File: src/rtl/mult_pkg.sv
// Shared definitions for the sequential multiplier: FSM state encoding and
// the iteration-counter width helper.
package mult_pkg;

  typedef enum logic [1:0] {
    IDLE = 2'd0,
    RUN  = 2'd1,
    FIX  = 2'd2,
    DONE = 2'd3
  } state_e;

  // Bits needed to count 0..w-1 iterations (never less than one bit).
  function automatic int unsigned cnt_width(input int unsigned w);
    return (w <= 1) ? 1 : $clog2(w);
  endfunction

endpackage

File: src/rtl/neg_cond.sv
// Conditional two's-complement negate.
// Ports:
//   mag_i   - value in
//   neg_i   - 1 = negate, 0 = pass through
//   res_c_o - combinational result (-mag_i or mag_i)
module neg_cond #(
  parameter int unsigned W = 32
) (
  input  logic [W-1:0] mag_i,
  input  logic         neg_i,
  output logic [W-1:0] res_c_o
);

  // Negating the most negative value wraps to itself, which is exactly its
  // unsigned magnitude, so no overflow handling is needed.
  assign res_c_o = neg_i ? (~mag_i + W'(1)) : mag_i;

endmodule

File: src/rtl/mult_seq.sv
// Sequential shift-add multiplier, one iteration per clock, WIDTH iterations.
// Signed operands are reduced to magnitudes on Start, multiplied unsigned and
// the product is negated in FIX when the result sign is set.
// Ports:
//   Clock, Reset (async, active-low)
//   Start, Signed, Multiplicand, Multiplier - request and operands
//   Abort  - cancel an operation in RUN/FIX
//   Hi, Lo - last completed product (registered)
//   Busy   - high in RUN and FIX
//   Done   - one-cycle completion pulse
module mult_seq
  import mult_pkg::*;
#(
  parameter int unsigned WIDTH = 32
) (
  input  logic             Clock,
  input  logic             Reset,
  input  logic             Start,
  input  logic             Signed,
  input  logic             Abort,
  input  logic [WIDTH-1:0] Multiplicand,
  input  logic [WIDTH-1:0] Multiplier,
  output logic [WIDTH-1:0] Hi,
  output logic [WIDTH-1:0] Lo,
  output logic             Busy,
  output logic             Done
);

  localparam int unsigned CW = cnt_width(WIDTH);
  localparam int unsigned PW = 2 * WIDTH;

  state_e             state_q, state_d;
  logic [CW-1:0]      cnt_q, cnt_d;
  logic [PW-1:0]      acc_q, acc_d;
  logic [WIDTH-1:0]   mcand_q, mcand_d;
  logic               sign_q, sign_d;
  logic [WIDTH-1:0]   hi_q, hi_d;
  logic [WIDTH-1:0]   lo_q, lo_d;
  logic               busy_q, busy_d;
  logic               done_q, done_d;

  logic [WIDTH-1:0]   mag_a, mag_b;
  logic [PW-1:0]      prod;
  logic [WIDTH:0]     sum;

  // Operand magnitudes and signed product.
  neg_cond #(.W(WIDTH)) u_neg_a (
    .mag_i   (Multiplicand),
    .neg_i   (Signed & Multiplicand[WIDTH-1]),
    .res_c_o (mag_a)
  );

  neg_cond #(.W(WIDTH)) u_neg_b (
    .mag_i   (Multiplier),
    .neg_i   (Signed & Multiplier[WIDTH-1]),
    .res_c_o (mag_b)
  );

  neg_cond #(.W(PW)) u_neg_p (
    .mag_i   (acc_q),
    .neg_i   (sign_q),
    .res_c_o (prod)
  );

  // Upper half plus conditional addend, carry kept in the extra bit.
  assign sum = {1'b0, acc_q[PW-1:WIDTH]}
             + (acc_q[0] ? {1'b0, mcand_q} : (WIDTH+1)'(0));

  // Next-state and datapath.
  always_comb begin
    state_d = state_q;
    cnt_d   = cnt_q;
    acc_d   = acc_q;
    mcand_d = mcand_q;
    sign_d  = sign_q;
    hi_d    = hi_q;
    lo_d    = lo_q;
    busy_d  = busy_q;
    done_d  = 1'b0;

    case (state_q)
      IDLE, DONE: begin
        if (Start) begin
          mcand_d = mag_a;
          acc_d   = {WIDTH'(0), mag_b};
          sign_d  = Signed & (Multiplicand[WIDTH-1] ^ Multiplier[WIDTH-1]);
          cnt_d   = CW'(0);
          busy_d  = 1'b1;
          state_d = RUN;
        end else begin
          busy_d  = 1'b0;
          state_d = IDLE;
        end
      end

      RUN: begin
        if (Abort) begin
          busy_d  = 1'b0;
          state_d = IDLE;
        end else begin
          acc_d = {sum, acc_q[WIDTH-1:1]};
          cnt_d = cnt_q + CW'(1);
          if (cnt_q == CW'(WIDTH - 1)) begin
            state_d = FIX;
          end
        end
      end

      FIX: begin
        busy_d  = 1'b0;
        state_d = IDLE;
        if (!Abort) begin
          hi_d    = prod[PW-1:WIDTH];
          lo_d    = prod[WIDTH-1:0];
          done_d  = 1'b1;
          state_d = DONE;
        end
      end

      default: begin
        busy_d  = 1'b0;
        state_d = IDLE;
      end
    endcase
  end

  // State registers.
  always_ff @(posedge Clock or negedge Reset) begin
    if (!Reset) begin
      state_q <= IDLE;
      cnt_q   <= CW'(0);
      acc_q   <= PW'(0);
      mcand_q <= WIDTH'(0);
      sign_q  <= 1'b0;
      hi_q    <= WIDTH'(0);
      lo_q    <= WIDTH'(0);
      busy_q  <= 1'b0;
      done_q  <= 1'b0;
    end else begin
      state_q <= state_d;
      cnt_q   <= cnt_d;
      acc_q   <= acc_d;
      mcand_q <= mcand_d;
      sign_q  <= sign_d;
      hi_q    <= hi_d;
      lo_q    <= lo_d;
      busy_q  <= busy_d;
      done_q  <= done_d;
    end
  end

  assign Hi   = hi_q;
  assign Lo   = lo_q;
  assign Busy = busy_q;
  assign Done = done_q;

endmodule

File: config.mk
export PLATFORM = sky130hd
export DESIGN_NAME = mult_seq
export DESIGN_NICKNAME = d
export VERILOG_FILES = /design/src/rtl/mult_pkg.sv /design/src/rtl/neg_cond.sv /design/src/rtl/mult_seq.sv
export SDC_FILE = /design/constraint.sdc
export NUM_CORES = 1
export LEC_CHECK = 0
export BUFFER_PORTS_ARGS = -buffer_cell sky130_fd_sc_hd__buf_4
export CAP_MARGIN = 20
export CORE_MARGIN = 4
export CORE_UTILIZATION = 54
export DETAILED_ROUTE_END_ITERATION = 8
export MAX_ROUTING_LAYER = met4
export PLACE_DENSITY = 0.78
export SLEW_MARGIN = 20
export SYNTH_ARGS = -nofsm -noshare
export SYNTH_HDL_FRONTEND = slang
export SYNTH_SLANG_ARGS = --single-unit
File: constraint.sdc
create_clock -name Clock -period 2.87 [get_ports Clock]
set_input_delay 0.4305 -clock Clock [delete_from_list [all_inputs] [get_ports Clock]]
set_output_delay 0.4305 -clock Clock [all_outputs]
set_load 0.01 [all_outputs]
Yosys cells after proc, flatten, opt, wreduce, memory -nomap -nowiden

Index checks and enable logic that the tools add are counted.
W data, S select, Z words.

Bitwise logic cells: 8
Reduce and logical (&&, ||, !) cells: 6
Equal/unequal tests: 8
Add/subtract/negate cells: 5
Multiplexer cells: 20

Operators with widths:

| kind                    | number |
|---|---|
| $mux W64                | 3 |
| $pmux W64 S2            | 1 |
| $mux W32                | 3 |
| $add A32 B1 Y32 const B | 2 |
| $add A64 B1 Y64 const B | 1 |
| $not A32 Y32            | 2 |
| $not A64 Y64            | 1 |
| $add A32 B32 Y33        | 1 |
| $mux W5                 | 2 |
| $pmux W5 S2             | 1 |
| $mux W2                 | 3 |
| $ne A2 B2 Y1 const B    | 3 |
| $pmux W2 S3             | 1 |
| $add A5 B1 Y5 const B   | 1 |
| $eq A5 B5 Y1 const B    | 1 |
| $mux W1                 | 5 |
| $eq A2 B2 Y1 const B    | 2 |
| $reduce_and A2 Y1       | 2 |
| $and A1 B1 Y1           | 3 |
| $ne A3 B3 Y1 const B    | 1 |
| $pmux W1 S3             | 1 |
| $reduce_and A3 Y1       | 1 |
| $eq A2 B1 Y1 const B    | 1 |
| $logic_not A2 Y1        | 1 |
| 4 further kinds         | 4 |

Bits in registers: 170
Word-level logic and storage cells: 56

Depth between registers and ports, before layout

Gate-level depths: netlist of run 1.

Word-level depth: 5
Gate-level depth with buffers: 14
Depth with buffers taken out: 12

Cells and area by module

Synthesis of run 1 repeated with hierarchy kept, for this count alone.

Cell total of the unflattened synthesis: 1179
Area, all modules: 11857.6 µm²

Modules (own cells, without submodules):

| module                 | instances | area each (µm²) | cells each | seq. area each (µm²) |
|---|---|---|---|---|
| mult_seq               | 1         | 8654.6          | 775        | 4254.1 |
| neg_cond (u_neg_p)     | 1         | 1649.1          | 206        | 0.0 |
| neg_cond (u_neg_a ...) | 2         | 777.0           | 99         | 0.0 |

Worst setup path before layout of run 1

No wires, ideal clock.

Kind: register to register
Start: reg acc_q[0]
End: reg acc_q[57]
Arrival: 2857 ps
Data required time: 2741 ps
Slack: -115 ps
Setup time: 129 ps
Period minus slack after synthesis: 2985 ps
Buffers on the path: 2
Cell stages (with the launch flop): 15
Cells stage by stage: dfrtp_1 > clkbuf_1 > clkbuf_1 > and2_1 > ha_1 > inv_1 > fa_1 > nor2b_1 > o211ai_1 > a31o_2 > o211ai_1 > a21boi_0 > o21ai_0 > a2111o_1 > nand3_1

Word-level cells in the longest chain between the ends: 4

RTL lines:

| item                   | RTL line        | source |
|---|---|---|
| from (decl)            | mult_seq.sv:34  | `logic [PW-1:0] acc_q, acc_d;` |
| from (signal assigned) | mult_seq.sv:132 | `acc_q <= PW'(0);` |
| from (signal assigned) | mult_seq.sv:142 | `acc_q <= acc_d;` |
| $mux W32               | mult_seq.sv:67  | `+ (acc_q[0] ? {1'b0, mcand_q} : (WIDTH+1)'(0));` |
| $add A32 B32 Y33       | mult_seq.sv:67  |  |
| $mux W64               | mult_seq.sv:97  | `if (Abort) begin` |
| $pmux W64 S2           | mult_seq.sv:81  | `case (state_q)` |

Every way passes these cells. The select of a mux whose other input is x is not followed.
A chain may end at the register's enable or synchronous reset.

Worst setup path after layout of run 1

Start: reg acc_q[9]
End: reg hi_q[30] (netlist: Hi[30])

Word-level cells in the longest chain between the ends: 3

RTL lines:

| item                 | RTL line        | source |
|---|---|---|
| $not A64 Y64         | neg_cond.sv:16  | `assign res_c_o = neg_i ? (~mag_i + W'(1)) : mag_i;` |
| $add A64 B1 Y64      | neg_cond.sv:16  |  |
| $mux W64             | neg_cond.sv:16  |  |
| to (signal assigned) | mult_seq.sv:145 | `hi_q <= hi_d;` |
| to (decl)            | mult_seq.sv:37  | `logic [WIDTH-1:0] hi_q, hi_d;` |

Every way passes these cells.

==> flow_metrics.tcl, run 1 <==
set metrics [dict create \
    grt_first_pass_wirelength_microns 50640 \
    cp_num_buf_inv 1 \
    crit_path_start "acc_q[9]$_DFFE_PN0P_" \
    yosysTopAreaCell "dfrtp_1" \
    powerDensity_mw_per_mm2 818.4 \
    p_leak_nw 6.567 \
    rsz0062_at_grt "true" \
    arrival_ns 3.29 \
    finalCriticalPeriod_ns 2.956 \
    die_x_microns 151.2 \
    crit_slowest_cell "nor3_1" \
    io_pins 135 \
    p_int_mw 6.771 \
    rows 52 \
    die_h_microns 151.2 \
    fin_skew_ns 0.01518 \
    grt_usage_pct 28.65 \
    min-delay-start "Multiplicand[16]" \
    ys.flop_type "dfrtp_1" \
    num_vias 10627 \
    htree_levels 4 \
    drtAntennaViolNets 0 \
    layout_common_cells "buf_4, nand2_1, o21ai_0" \
    layout_commonest_cell "buf_4" \
    clockPowerShare_pct 19.7 \
    synthTopCellsByArea "dfrtp_1, o21ai_0, xor2_1" \
    ys_async_sr_fraction_pct 100.0 \
    initialDrtViolationCount 895 \
    synth_fp_nets 1434 \
    cp_cell_sequence "nor3_1 -> nor3b_4 -> nand3_4 -> or3_4 -> buf_6 -> or4_4 -> o21ai_2 -> xor2_1 -> o21ai_1" \
    cp_top_family "simple AND/OR/NAND/NOR gates" \
    antenna_found_initial 0 \
    synthCells 1325 \
    fin_crit_sh_pct 103.0 \
    cts-root-buf "clkbuf_16" \
    crit_type "reg -> reg" \
    clock-sinks 170 \
    utilization_pct 71.04 \
    combPwrFrac_pct 49.8 \
    diodes 0 \
    syn_area_per_cell_sq_um 8.354 \
    rrSetupSlack_ns -0.09 \
    cts_tree "yes" \
    irDropWorstVdd_mv 0.4372 \
    placedInstanceArea_sq_mm 0.01324 \
    drive_gt1_share_pct 25.35 \
    grt_max_degree 76 \
    postLayoutCellArea_sq_mm 0.01433 \
    synth-seq-cells 170 \
    syn_to_final_growth_pct 29.44 \
    pre_cts_slack_ns -0.3020 \
    die-area_sq_mm 0.02285 \
    grt_pass1_vias 9998 \
    drv_cap 0 \
    slew_headroom_pct 30.66 \
    layout.nets 1670 \
    yosysSeqAreaShare_pct 38.43 \
    switching_share_pct 42.26 \
    violations "negative setup slack" \
    slew_violations 0 \
    clk_pin_slew_ns 0.08 \
    drc 0 \
    power_frac_seq_pct 30.5 \
    hold_class "in -> reg" \
    gr-total-overflow 0 \
    coreArea_sq_mm 0.02017 \
    critical_path.max_fanout 4 \
    synth_area_sq_mm 0.01107 \
    routabilityCongestion 0.9422 \
    hpwlAfterDp_microns 24140 \
    switchingPower_mw 4.956 \
    max_freq_mhz 338.3 \
    io_buffers 134 \
    synth.distinct_cells 64 \
    tightest_slew_ns 1.040 \
    clockBufferDepth 2 \
    status "complete, but fails checks" \
    worstReg2RegEnd "Hi[30]$_DFFE_PN0P_" \
    start_kind "flip-flop" \
    synth.top_cell.area_share_pct 38.43 \
    cp-end-kind "flip-flop" \
    setup_viol 4 \
    min_path_cells 3 \
    drt-wirelength-per-cell_microns 17.34 \
    floorplan.initialDensity_pct 54.88 \
    r2r_start "acc_q[9]$_DFFE_PN0P_" \
    cp.depth 9 \
    drtPass1Iterations 5 \
    layout_setup_ws_ns -0.08581 \
    cpPeakStageDelay_ns 0.48 \
    synth_edf_count 0 \
    vias_per_cell 5.763 \
    worstRegToRegCells 9 \
    crit_required_ns 3.20 \
    hold_ws_ns 0.2635 \
    clock_latency_ns 0.45 \
    hold_viol 0 \
    min_to "mcand_q[16]$_DFFE_PN0P_" \
    ys_warn_count 0 \
    wirelength_microns 31970 \
    cts_buffers 17 \
]
-- power by group through the flow --
stage                     Clock (mW)  Combinational (mW)  Sequential (mW)
after CTS                       2.32                5.40             3.53
after floorplan                    0                3.04             3.48
after global routing            2.44                6.37             3.64
after detailed placement           0                5.18             3.57
final                           2.31                5.84             3.57
after global placement             0                5.06             3.56
-- stage by stage --
step	TNS, ns	std cells	power [mW]
global placement	-2.674	1793	8.615
detailed placement	-3.783	1793	8.755
floorplan	0	1325	6.527
CTS	-0.1471	1841	11.25
global route	-1.466	1844	12.45
finish	-0.2846	1844	11.73
-- state kept, by name (all words and copies together) (netlist names) --
name,flops
Done,1
cnt_q,5
Hi,32
Busy,1
Lo,32
acc_q,64
mcand_q,32
state_q,2
sign_q,1
-- cells by family after synthesis --
kind of cell | after synthesis | synth area share [%]
AO/OA/AOI/OAI | 397 | 21.09
XOR/XNOR | 145 | 11.47
adder cells (fa/ha/maj) | 40 | 4.589
buffers and inverters | 101 | 3.436
flip-flops | 170 | 38.43
multiplexers | 4 | 0.3617
AND/OR/NAND/NOR | 468 | 20.62
-- worst max-delay path by stage --
stage,to
floorplan,Hi[18]$_DFFE_PN0P_
global placement,acc_q[63]$_DFFE_PN0P_
detailed placement,acc_q[63]$_DFFE_PN0P_
CTS,Hi[18]$_DFFE_PN0P_
global route,Hi[18]$_DFFE_PN0P_
finish,Hi[30]$_DFFE_PN0P_
-- worst register-to-register path, stage by stage (launching register included) --
cell,delay [ns]
dfrtp_1,0.44
nor3_1,0.48
nor3b_4,0.37
nand3_4,0.12
or3_4,0.40
buf_6,0.13
or4_4,0.47
o21ai_2,0.17
xor2_1,0.19
o21ai_1,0.09
-- cells in the mapped netlist (5+ instances only) --
cell type and number:
o221ai_1 8, clkbuf_1 70, or3_1 19, o21ai_1 7
nand2b_1 10, nand3_1 15, nor2_1 58, ha_1 39
nor2b_1 11, o21ai_0 202, and3_1 5, nand4_1 7
nand2_1 228, or4_1 22, dfrtp_1 170, a31oi_1 5
inv_1 26, nor4_1 8, a21oi_1 80, xor2_1 103
nor3_1 19, xnor2_1 42, o41ai_1 16, a21o_1 14
o31ai_1 28, and2_1 40
-- per-layer routing --
layer  global-route usage (%)  vias to the layer above  part of all wire (%)
met5                        -                        -                     0
met4                    8.069                        0                   1.9
met3                    4.069                       58                   7.5
met2                    43.07                      407                    45
met1                    40.88                     4998                    45
li1                         -                     5164                     -
-- what timing repair did --
item	4_1_cts	5_1_grt
hold buffers	1	0
hold endpoints to repair	48	0
gates resized for setup	39	54
setup endpoints to repair	26	31
setup buffers	15	4
pin swaps	12	29
-- cell type report --
type,instances,area (sq um)
fillers,1570,5841
multi-input cells,1054,6793
inverters,26,97.59
clock buffers,18,429.2
clock inverters,14,161.4
well taps,270,337.8
repair buffers,292,2253
flip-flops and latches,170,4257
No activity file was read; power rests on OpenSTA's default activity.
==> inputs of run 2 (changes only) <==
==> constraint.sdc (replaced) <==
create_clock -name Clock -period 2.87 [get_ports Clock]
set_input_delay 0.574 -clock Clock [delete_from_list [all_inputs] [get_ports Clock]]
set_output_delay 0.574 -clock Clock [all_outputs]
set_load 0.01 [all_outputs]
==> run 2 against run 1 <==
- the flow still finishes with violations (negative setup slack)
- critical path depth did not move
- hold slack got worse by 0.13 ns
- combinational power barely moved
- largest cell class unchanged
==> flow_metrics.tcl, run 2 (synthesis gave the netlist of run 1 again) <==
set metrics [dict create \
    start_kind "flip-flop" \
    status "complete, but fails checks" \
    worstRegToRegCells 9 \
    layout.nets 1661 \
    hold_class "in -> async" \
    grt_pass1_vias 9835 \
    p_leak_nw 6.511 \
    seq_area_sq_mm 0.004255 \
    fin_crit_sh_pct 101.2 \
    drive_gt1_share_pct 24.94 \
    syn_to_final_growth_pct 28.85 \
    fill_cells 1626 \
    drc 0 \
    routabilityCongestion 0.9703 \
    use_met2_pct 43.67 \
    irDropWorstVdd_mv 0.4929 \
    met3_usage_pct 5.057 \
    antenna_found_initial 1 \
    clockBufferDepth 2 \
    cts-root-buf "clkbuf_16" \
    hold_viol 0 \
    cts_tree "yes" \
    crit_path_start "acc_q[12]$_DFFE_PN0P_" \
    drv_cap 0 \
    layout_setup_ws_ns -0.03441 \
    drt-wirelength-per-cell_microns 17.40 \
    coreArea_sq_mm 0.02017 \
    crit_required_ns 3.19 \
    cp-end-kind "flip-flop" \
    drtPass1Iterations 5 \
    hold_ws_ns 0.1331 \
    rows 52 \
    powerDensity_mw_per_mm2 811.5 \
    wirelength_microns 31920 \
    dpl.cell_count 1793 \
    drtAntennaViolNets 0 \
    crit_type "reg -> reg" \
    placedInstanceArea_sq_mm 0.01326 \
    layout_commonest_cell "buf_4" \
    io_pins 135 \
    die-area_sq_mm 0.02285 \
    max_freq_mhz 344.3 \
    die_h_microns 151.2 \
    clock_latency_ns 0.44 \
    setup_viol 2 \
    worstReg2RegEnd "Hi[26]$_DFFE_PN0P_" \
    finalCriticalPeriod_ns 2.904 \
    largest_reg_flops 64 \
    num_vias 10605 \
    arrival_ns 3.22 \
    rrSetupSlack_ns -0.03 \
    io_buffers 134 \
    vias_per_cell 5.779 \
    fin_skew_ns 0.008664 \
    slew_headroom_pct 55.58 \
    htree_levels 4 \
    clk_pin_slew_ns 0.07 \
    initialDrtViolationCount 885 \
    grt_max_degree 83 \
    multi_input_area_sq_mm 0.006813 \
    grt_usage_pct 28.37 \
    postLayoutCellArea_sq_mm 0.01426 \
    worstSetupEndpoint "Hi[26]$_DFFE_PN0P_" \
    violations "negative setup slack" \
    die_x_microns 151.2 \
    top_register "acc_q" \
    final_cells 1835 \
    hpwlAfterDp_microns 24020 \
    layout_common_cells "buf_4, nand2_1, o21ai_0" \
    clock-sinks 170 \
    grt_first_pass_wirelength_microns 49940 \
    gr-total-overflow 0 \
    cts_buffers 17 \
    slew_violations 0 \
    tightest_slew_ns 0.6663 \
    r2r_start "acc_q[12]$_DFFE_PN0P_" \
    floorplan.initialDensity_pct 54.88 \
    rsz0062_at_grt "true" \
    critical_path.max_fanout 5 \
    grt_busiest_layer "met2" \
    met1_usage_pct 39.84 \
]
==> run 2: cell count changes in the layout (fill, tap and decap cells not counted), moves of 3 or more <==
cell and delta:
buf_4 -6, o21ai_1 -4, ha_4 +3, or3_1 +4
buf_6 -4, inv_6 +4, or3_4 -4
==> run 2: worst min path at each step <==
stage / start / endpoint / slack [ns] / depth (start not counted)
4_1_cts: Reset / acc_q[47]$_DFFE_PN0P_ / 0.16 / 1
6_report: Reset / acc_q[47]$_DFFE_PN0P_ / 0.13 / 1
5_1_grt: Reset / acc_q[47]$_DFFE_PN0P_ / 0.19 / 1
3_3_place_gp: mcand_q[19]$_DFFE_PN0P_ / mcand_q[19]$_DFFE_PN0P_ / 0.46 / 2
2_1_floorplan: Reset / Busy$_DFFE_PN0N_ / 0.28 / 0
3_5_place_dp: mcand_q[17]$_DFFE_PN0P_ / mcand_q[17]$_DFFE_PN0P_ / 0.46 / 2
==> run 2: timing repair <==
action	CTS	global route
cloned	0	1
hold buffers	0	0
endpoints found under the setup margin	14	29
pin swaps	2	29
resized for setup	16	66
setup buffers	3	6
==> run 2: worst max-delay path, cell delays in order, from the launching register on <==
cell and delay (ns):
dfrtp_1 0.39, or4_4 0.56, nor4_4 0.14, buf_4 0.18
nand3_4 0.09, or3_4 0.38, or4_4 0.52, o41ai_4 0.26
xor2_1 0.20, o21ai_1 0.07
==> run 2: cell type report <==
type                       instances  area share (%)
multi-input combinational       1054           47.77
antenna                            1         0.01755
clock buffer                      19           3.106
timing repair buffer             283           15.48
sequential                       170           29.84
clock inverter                    12          0.7369
inverter                          26          0.6843
tap                              270           2.369
==> run 2: metal layers <==
metal / share of wire, % / wire length, microns
met2: 46 / 14610
met3: 7.4 / 2375
met4: 1.4 / 448
met5: 0 / 0
met1: 45 / 14490
==> run 2: power breakdown <==
part           switching (mW)  internal [mW]
registers               0.579           2.95
logic                    3.30           2.55
clock network            1.04           1.16
total                    4.92           6.65
==> run 2: stage by stage <==
stage | setup TNS, ns | util [%] | setup WS [ns] | total power, mW
6_report | -0.05382 | 70.71 | -0.03441 | 11.57
3_3_place_gp | -0.1693 | 65.76 | -0.05840 | 8.596
5_1_grt | -0.6500 | 70.71 | -0.1515 | 12.31
4_1_cts | -0.1069 | 68.86 | -0.04849 | 11.06
3_5_place_dp | -0.8600 | 65.76 | -0.1489 | 8.738
2_1_floorplan | 0 | - | 0.0009619 | 6.527
